`src/rtl/fp_add_sub.sv`:
```
// Single-precision IEEE-754 adder/subtractor with one output register stage.
// Round to nearest even; zero/subnormal inputs are read as signed zero, tiny results flush to zero.
module fp_add_sub (
  input  logic        clk,
  input  logic        rst,
  input  logic [31:0] opd1,
  input  logic [31:0] opd2,
  input  logic        op,
  output logic [31:0] res,
  output logic        exp_overflow,
  output logic        exp_underflow,
  output logic        nan,
  output logic        zero
);

  logic        signA, signB, effSub;
  logic [7:0]  expA, expB;
  logic [22:0] fracA, fracB;
  logic        aNan, bNan, aInf, bInf, aZero, bZero;

  logic        aBigger, signBig;
  logic [7:0]  expBig, expSmall, expDiff;
  logic [23:0] mantBig, mantSmall;
  logic [49:0] wide;
  logic [26:0] alignBig, alignSmall, norm;
  logic [27:0] sum;
  logic [4:0]  lzc;
  logic        roundUp;
  logic [24:0] mantSum;
  logic [22:0] mantRound;
  logic signed [9:0] expNorm, expFinal;

  logic [31:0] resNext;
  logic        ovfNext, unfNext, nanNext;

  // Highest set bit wins because the loop walks upward; all-zero input yields 27.
  function automatic logic [4:0] lzc27(input logic [26:0] v);
    logic [4:0] n;
    n = 5'd27;
    for (int i = 0; i <= 26; i++)
      if (v[i]) n = 5'(26 - i);
    return n;
  endfunction

  assign signA  = opd1[31];
  assign signB  = opd2[31] ^ op;
  assign effSub = signA ^ signB;
  assign expA   = opd1[30:23];
  assign expB   = opd2[30:23];
  assign fracA  = opd1[22:0];
  assign fracB  = opd2[22:0];
  assign aNan   = (expA == 8'hFF) && (fracA != 23'd0);
  assign bNan   = (expB == 8'hFF) && (fracB != 23'd0);
  assign aInf   = (expA == 8'hFF) && (fracA == 23'd0);
  assign bInf   = (expB == 8'hFF) && (fracB == 23'd0);
  assign aZero  = (expA == 8'd0);
  assign bZero  = (expB == 8'd0);

  always_comb begin
    aBigger   = opd1[30:0] >= opd2[30:0];
    signBig   = aBigger ? signA : signB;
    expBig    = aBigger ? expA : expB;
    expSmall  = aBigger ? expB : expA;
    mantBig   = aBigger ? {1'b1, fracA} : {1'b1, fracB};
    mantSmall = aBigger ? {1'b1, fracB} : {1'b1, fracA};
    expDiff   = expBig - expSmall;

    // Below 26 the wide shift loses nothing, so its low half folds exactly into sticky.
    wide = {mantSmall, 26'd0} >> expDiff;
    if (expDiff >= 8'd26)
      alignSmall = 27'd1;
    else
      alignSmall = {wide[49:24], |wide[23:0]};
    alignBig = {mantBig, 3'b000};

    sum = effSub ? ({1'b0, alignBig} - {1'b0, alignSmall})
                 : ({1'b0, alignBig} + {1'b0, alignSmall});
    lzc = lzc27(sum[26:0]);

    if (sum[27]) begin
      norm    = {sum[27:2], sum[1] | sum[0]};
      expNorm = $signed({2'b00, expBig}) + 10'sd1;
    end else begin
      norm    = sum[26:0] << lzc;
      expNorm = $signed({2'b00, expBig}) - $signed({5'd0, lzc});
    end

    roundUp = norm[2] & (norm[1] | norm[0] | norm[3]);
    mantSum = {1'b0, norm[26:3]} + {24'd0, roundUp};
    if (mantSum[24]) begin
      mantRound = mantSum[23:1];
      expFinal  = expNorm + 10'sd1;
    end else begin
      mantRound = mantSum[22:0];
      expFinal  = expNorm;
    end

    resNext = 32'd0;
    ovfNext = 1'b0;
    unfNext = 1'b0;
    nanNext = 1'b0;
    if (aNan || bNan || (aInf && bInf && effSub)) begin
      resNext = 32'h7FC00000;
      nanNext = 1'b1;
    end else if (aInf) begin
      resNext = {signA, 8'hFF, 23'd0};
    end else if (bInf) begin
      resNext = {signB, 8'hFF, 23'd0};
    end else if (aZero && bZero) begin
      resNext = {signA & signB, 31'd0};
    end else if (aZero) begin
      resNext = {signB, opd2[30:0]};
    end else if (bZero) begin
      resNext = opd1;
    end else if (sum == 28'd0) begin
      resNext = 32'd0;
    end else if (expFinal >= 10'sd255) begin
      resNext = {signBig, 8'hFF, 23'd0};
      ovfNext = 1'b1;
    end else if (expFinal <= 10'sd0) begin
      resNext = {signBig, 31'd0};
      unfNext = 1'b1;
    end else begin
      resNext = {signBig, expFinal[7:0], mantRound};
    end
  end

  always_ff @(posedge clk) begin
    if (rst) begin
      res           <= 32'd0;
      exp_overflow  <= 1'b0;
      exp_underflow <= 1'b0;
      nan           <= 1'b0;
      zero          <= 1'b0;
    end else begin
      res           <= resNext;
      exp_overflow  <= ovfNext;
      exp_underflow <= unfNext;
      nan           <= nanNext;
      zero          <= (resNext[30:0] == 31'd0);
    end
  end

endmodule

```
`config.mk`:
```
export PLATFORM = sky130hd
export DESIGN_NAME = fp_add_sub
export DESIGN_NICKNAME = d
export VERILOG_FILES = /design/src/rtl/fp_add_sub.sv
export SDC_FILE = /design/constraint.sdc
export NUM_CORES = 1
export LEC_CHECK = 0
export CAP_MARGIN = 20
export CORE_ASPECT_RATIO = 1.2
export CORE_MARGIN = 2
export CORE_UTILIZATION = 46
export DETAILED_ROUTE_END_ITERATION = 12
export PLACE_DENSITY = 0.68
export SETUP_SLACK_MARGIN = 0.05
export SLEW_MARGIN = 30
export SYNTH_ARGS = -nofsm -noshare
export SYNTH_HDL_FRONTEND = slang
export SYNTH_SLANG_ARGS = --single-unit
```
`constraint.sdc`:
```
create_clock -name clk -period 15.6 [get_ports clk]
set_input_delay 2.34 -clock clk [delete_from_list [all_inputs] [get_ports clk]]
set_output_delay 2.34 -clock clk [all_outputs]
set_load 0.01 [all_outputs]
```
# == After elaboration in Yosys (flattened, before gate mapping) ==
# Index checks and enable logic that the tools add are counted.
# totals
output_inout_bits,36
input_bits,67
wordCells,99
ff_bits,36
# op_classes
n_lt_le_gt_ge,4
n_bitwise,7
addsub,7
shift,2
muxes,50
eq_ne,2
n_reduce_logical,21
# op_table
operator,n
32-bit 2-to-1 mux,6
5-bit 2-to-1 mux,26
31-bit 2-to-1 mux,3
23-bit 2-to-1 mux,3
27-bit 2-to-1 mux,2
50-bit by 8-bit right shift with 50-bit output,1
23-bit zero test,2
23-bit nonzero test,2
31-bit greater-or-equal comparator,1
31-bit zero test,1
27-bit by 27-bit adder with 28-bit output,1
28-bit zero test,1
28-bit 2-to-1 mux,1
27-bit by 27-bit subtractor with 28-bit output,1
27-bit by 5-bit left shift with 27-bit output,1
24-bit by 1-bit adder with 25-bit output,1
24-bit OR reduction,1
10-bit 2-to-1 mux,2
"8-bit equality test, second input constant",2
8-bit zero test,2
8-bit 2-to-1 mux,2
"10-bit by 2-bit adder with 10-bit output, second input constant",1
"10-bit by 9-bit greater-or-equal comparator with 1-bit output, second input constant",1
"10-bit by 1-bit <= comparator with 1-bit output, second input constant",1
other kinds (13),28

# == Longest topological paths before layout ==
# depth
depth_word,53
mapped_depth,71
mapped_depth_nobuf,60

# == Least setup slack after synthesis ==
# Ideal clock, no wire load.
# synth_path
path_type,input -> register
from,in opd2[28]
to,reg res[17]
t_required_ps,15497
arrival_time_ps,15420
path_stages,60
path_buffers,14
setup_slack_ps,76
setup_ps,103
path_cell_list,clkbuf_1 > inv_1 > ha_1 > nand4_2 > nor4_4 > o21ai_1 > buf_2 > nand2_2 > buf_4 > buf_2 > buf_1 > clkbuf_1 > mux2_2 > ha_1 > clkbuf_1 > clkbuf_1 > buf_1 > clkbuf_1 > [... 24 more ...] > buf_4 > clkbuf_1 > ha_1 > nor2b_1 > o21ai_0 > a21oi_1 > o31ai_1 > nor2b_1 > and2_1 > or3b_2 > nor3_1 > xor2_1 > and4_1 > a21oi_2 > o211ai_2 > nor3_4 > nand3_1 > a2111oi_2
# synth_via
elab_chain_cells,52
word_cells_on_any_way,74
cone_classes,7 x add/sub; 4 x order compare; 1 x eq/ne; 2 x shift; 46 x mux; 4 x bitwise; 10 x reduce/logical
# synth_lines
item,line,text
"start, declared",7,"input logic [31:0] opd2,"
31-bit greater-or-equal comparator,60,aBigger = opd1[30:0] >= opd2[30:0];
"8-bit 2-to-1 mux, on equally long branches","62, 63",
8-bit subtractor,66,expDiff = expBig - expSmall;
50-bit by 8-bit right shift with 50-bit output,69,"wide = {mantSmall, 26'd0} >> expDiff;"
24-bit OR reduction,73,"alignSmall = {wide[49:24], |wide[23:0]};"
27-bit 2-to-1 mux,70,if (expDiff >= 8'd26)
27-bit by 27-bit adder with 28-bit output / 27-bit by 27-bit subtractor with 28-bit output (equally long branches),"77, 76",
28-bit 2-to-1 mux,76,"sum = effSub ? ({1'b0, alignBig} - {1'b0, alignSmall})"
[... 36 more ...],n/a,
31-bit 2-to-1 mux,117,end else if (expFinal >= 10'sd255) begin
32-bit 2-to-1 mux,115,end else if (sum == 28'd0) begin
32-bit 2-to-1 mux,113,end else if (bZero) begin
32-bit 2-to-1 mux,111,end else if (aZero) begin
32-bit 2-to-1 mux,109,end else if (aZero && bZero) begin
32-bit 2-to-1 mux,107,end else if (bInf) begin
32-bit 2-to-1 mux,105,end else if (aInf) begin
31-bit 2-to-1 mux *,102,if (aNan || bNan || (aInf && bInf && effSub)) begin
"end signal, assigned",136,res <= resNext;
"end, declared",9,"output logic [31:0] res,"
# Mark *: on every way between the ends. The rest lies on a longest branch, timed or not.
# A chain may end at the register's enable or synchronous reset.

# == Worst setup path after layout ==
# layout_path
from,in opd2[25]
to,reg res[15]
# The elaborated chain is that of the path after synthesis.

==> impl_metrics.env <==
export IMPL_final_fill_count=3188
export IMPL_diodes=0
export IMPL_synth_fp_nets=2405
export IMPL_dieHeight_um=199
export IMPL_power_total_mw=2.10
export IMPL_path_max_fanout=23
export IMPL_drtAntennaViolNets=0
export IMPL_powerDensity_mw_per_mm2=125
export IMPL_cts_sinks=36
export IMPL_cp_start_kind="input pin"
export IMPL_routedWlPerCell_um=28.3
export IMPL_hold_class="in2reg"
export IMPL_synth_edf_count=0
export IMPL_slew_headroom=0.196
export IMPL_tightestPinTransition_ps=1190
export IMPL_synth_top_family_by_area="compound AO/OA/AOI/OAI gates"
export IMPL_critical_path_buf_inv_count=5
export IMPL_netlist_top_cells_count="nand2_1, a21oi_1, nor2_1"
export IMPL_p_leak_nw=6.58
export IMPL_drcViolationCount=0
export IMPL_wl_um=77400
export IMPL_fin_area_mm2=0.0168
export IMPL_yosys_area_top_type_share=0.0763
export IMPL_place_congestion=1.11
export IMPL_multi_input_area_mm2=0.0130
export IMPL_critPathMaxStageDelay_ps=690
export IMPL_ys_warn_count=0
export IMPL_period_share=0.952
export IMPL_hold_buffers=0
export IMPL_wl_met3_um=8570
export IMPL_grt_usage=0.446
export IMPL_yosysTopAreaCell="ha_1"
export IMPL_die_w_um=167
export IMPL_synth_top_cells_by_area="ha_1, a21oi_1, o21ai_0"
export IMPL_cts_buffers=5
export IMPL_cp_end_kind="flop"
export IMPL_layout_drive_gt1_share=0.123
export IMPL_grt_antenna_before_repair=1
export IMPL_setup_viol_count_final=0
export IMPL_outcome="completed"
export IMPL_synth_xor_area_share=0.0396
export IMPL_hold_viol_final=0
export IMPL_via_count=20000
export IMPL_drt_met1_wl_um=27800
export IMPL_via_per_inst=7.32
export IMPL_synth_cell_types=114
export IMPL_areaGrowthSynthToFinish_pct=15.3
export IMPL_yosys_cell_count_top_type="nand2_1"
export IMPL_grt_max_degree=78
export IMPL_seq_area_um2=721
export IMPL_synth_seq_cells=36
export IMPL_synthesis_area_mm2=0.0146
export IMPL_top_layer_used="met5"
export IMPL_clk_pin_slew_ps=50
export IMPL_syn_avg_cell_area_um2=6.49
export IMPL_grt_first_pass_wirelength_um=115000
export IMPL_die_area_mm2=0.0332
export IMPL_vdd_drop_max_mv=0.0827
export IMPL_seq_area_frac_synth=0.0494
export IMPL_initial_core_util=0.467
export IMPL_cts_buffer_depth=2
export IMPL_root_buffer="clkbuf_16"
export IMPL_core_mm2=0.0313
export IMPL_finalSetupTns_ps=0
export IMPL_drt_iter0_drc=2888
export IMPL_cts_tree="built"
export IMPL_worstPathArrival_ps=15040
export IMPL_place_ws_ps=211
export IMPL_drv_cap=0
export IMPL_rsz0062_at_grt="no"
export IMPL_finalWorstSetupSlack_ps=745
export IMPL_wl_met2_um=33900
export IMPL_synthArstFlopShare=0
export IMPL_synth_compound_gate_area_share=0.389
export IMPL_synth_main_ff_cell="dfxtp_1"
export IMPL_dp_hpwl_um=60700
export IMPL_h_tree_depth=2
export IMPL_nets=2493
export IMPL_row_count=71
export IMPL_synth_fa_ha_area_frac=0.0790
export IMPL_report_final_slew_viol_count=0
export IMPL_place_area_mm2=0.0165
export IMPL_cp_data_required_time_ps=15790
export IMPL_yosys_area_share_simple=0.310
export IMPL_io_buffers=102
export IMPL_synth_cells=2247
export IMPL_grt_overflow=0
export IMPL_fmax_mhz=67.3
export IMPL_io_pins=103
export IMPL_path_class="in2reg"
export IMPL_first_global_vias=18800
export IMPL_drt_pre_antenna_iters=6
export IMPL_min_period_ps=14850
export IMPL_cp_top_family="simple AND/OR/NAND/NOR gates"
export IMPL_critPathSlowestCell="clkdlybuf4s50_1"
export IMPL_synthMuxAreaShare=0.0586
==> repair_timing <==
action,in CTS,in global routing
setup buffers,0,0
resized for setup,0,44
endpoints found under the hold margin,0,0
setup endpoints to repair,0,34
==> flip-flops by register name, indices dropped and copies added, names as in the netlist <==
signal	count
res	32
zero	1
nan	1
exp_underflow	1
exp_overflow	1
==> worst paths after layout <==
check  startpoint       to  slack [ps]  cells past startpoint
max      opd2[25]  res[15]         750                     47
min      opd2[28]  res[28]        2810                      3
==> worst min-delay path, cell delays in order <==
cell and delay [ps]:
dlymetal6s2s_1 240, a22oi_1 310, a31oi_1 130
==> layout make-up <==
class,instances,share of cell area
flip-flops and latches,36,0.0428
clock buffers,7,0.00907
multi-input cells,1946,0.774
inverters,119,0.0265
well taps,401,0.0298
repair buffers,227,0.118
==> logic make-up after synthesis <==
family | after synthesis
compound gates | 829
xor+xnor | 66
fa+ha+maj | 91
buf+inv | 265
flops | 36
mux | 72
simple gates | 888
==> through the flow <==
step                utilization  cells  hold slack, ps
global placement          0.526   2729            3080
CTS                       0.531   2736            2900
global route              0.538   2736            2850
detailed placement        0.526   2729            3080
floorplan                     -   2247            2490
finish                    0.538   2736            2810
==> metal layers <==
| metal | global-route usage | vias to the layer above |
|---|---|---|
| met4 | 0.325 | 2 |
| met2 | 0.711 | 1507 |
| met1 | 0.534 | 9328 |
| met3 | 0.0929 | 417 |
| met5 | 0 | - |
| li1 | - | 8760 |
==> layout by cell type, fill, tap and decap left out, drive strengths merged, types with 22 or more instances in the layout <==
master,count
a22oi,38
nand3,111
mux2i,49
nor2b,22
and3,28
nand2b,24
and2,25
o211ai,44
xnor2,42
inv,115
o31ai,23
nand2,221
a31oi,30
or3,28
clkdlybuf4s50,101
nor2,189
ha,89
nor3,91
nand4,48
nor4,49
dfxtp,36
buf,125
a211oi,46
a21oi,200
o21ai,184
a21o,32
xor2,24
==> power breakdown <==
part	internal [mW]	switching, mW	total [mW]	leakage (nW)
sequential	0.123	0.0142	0.137	0.298
clock	0.0670	0.0367	0.104	0.0760
combinational	0.641	1.22	1.86	6.20
total	0.831	1.27	2.10	6.58
(Power assumes the default switching activity.)
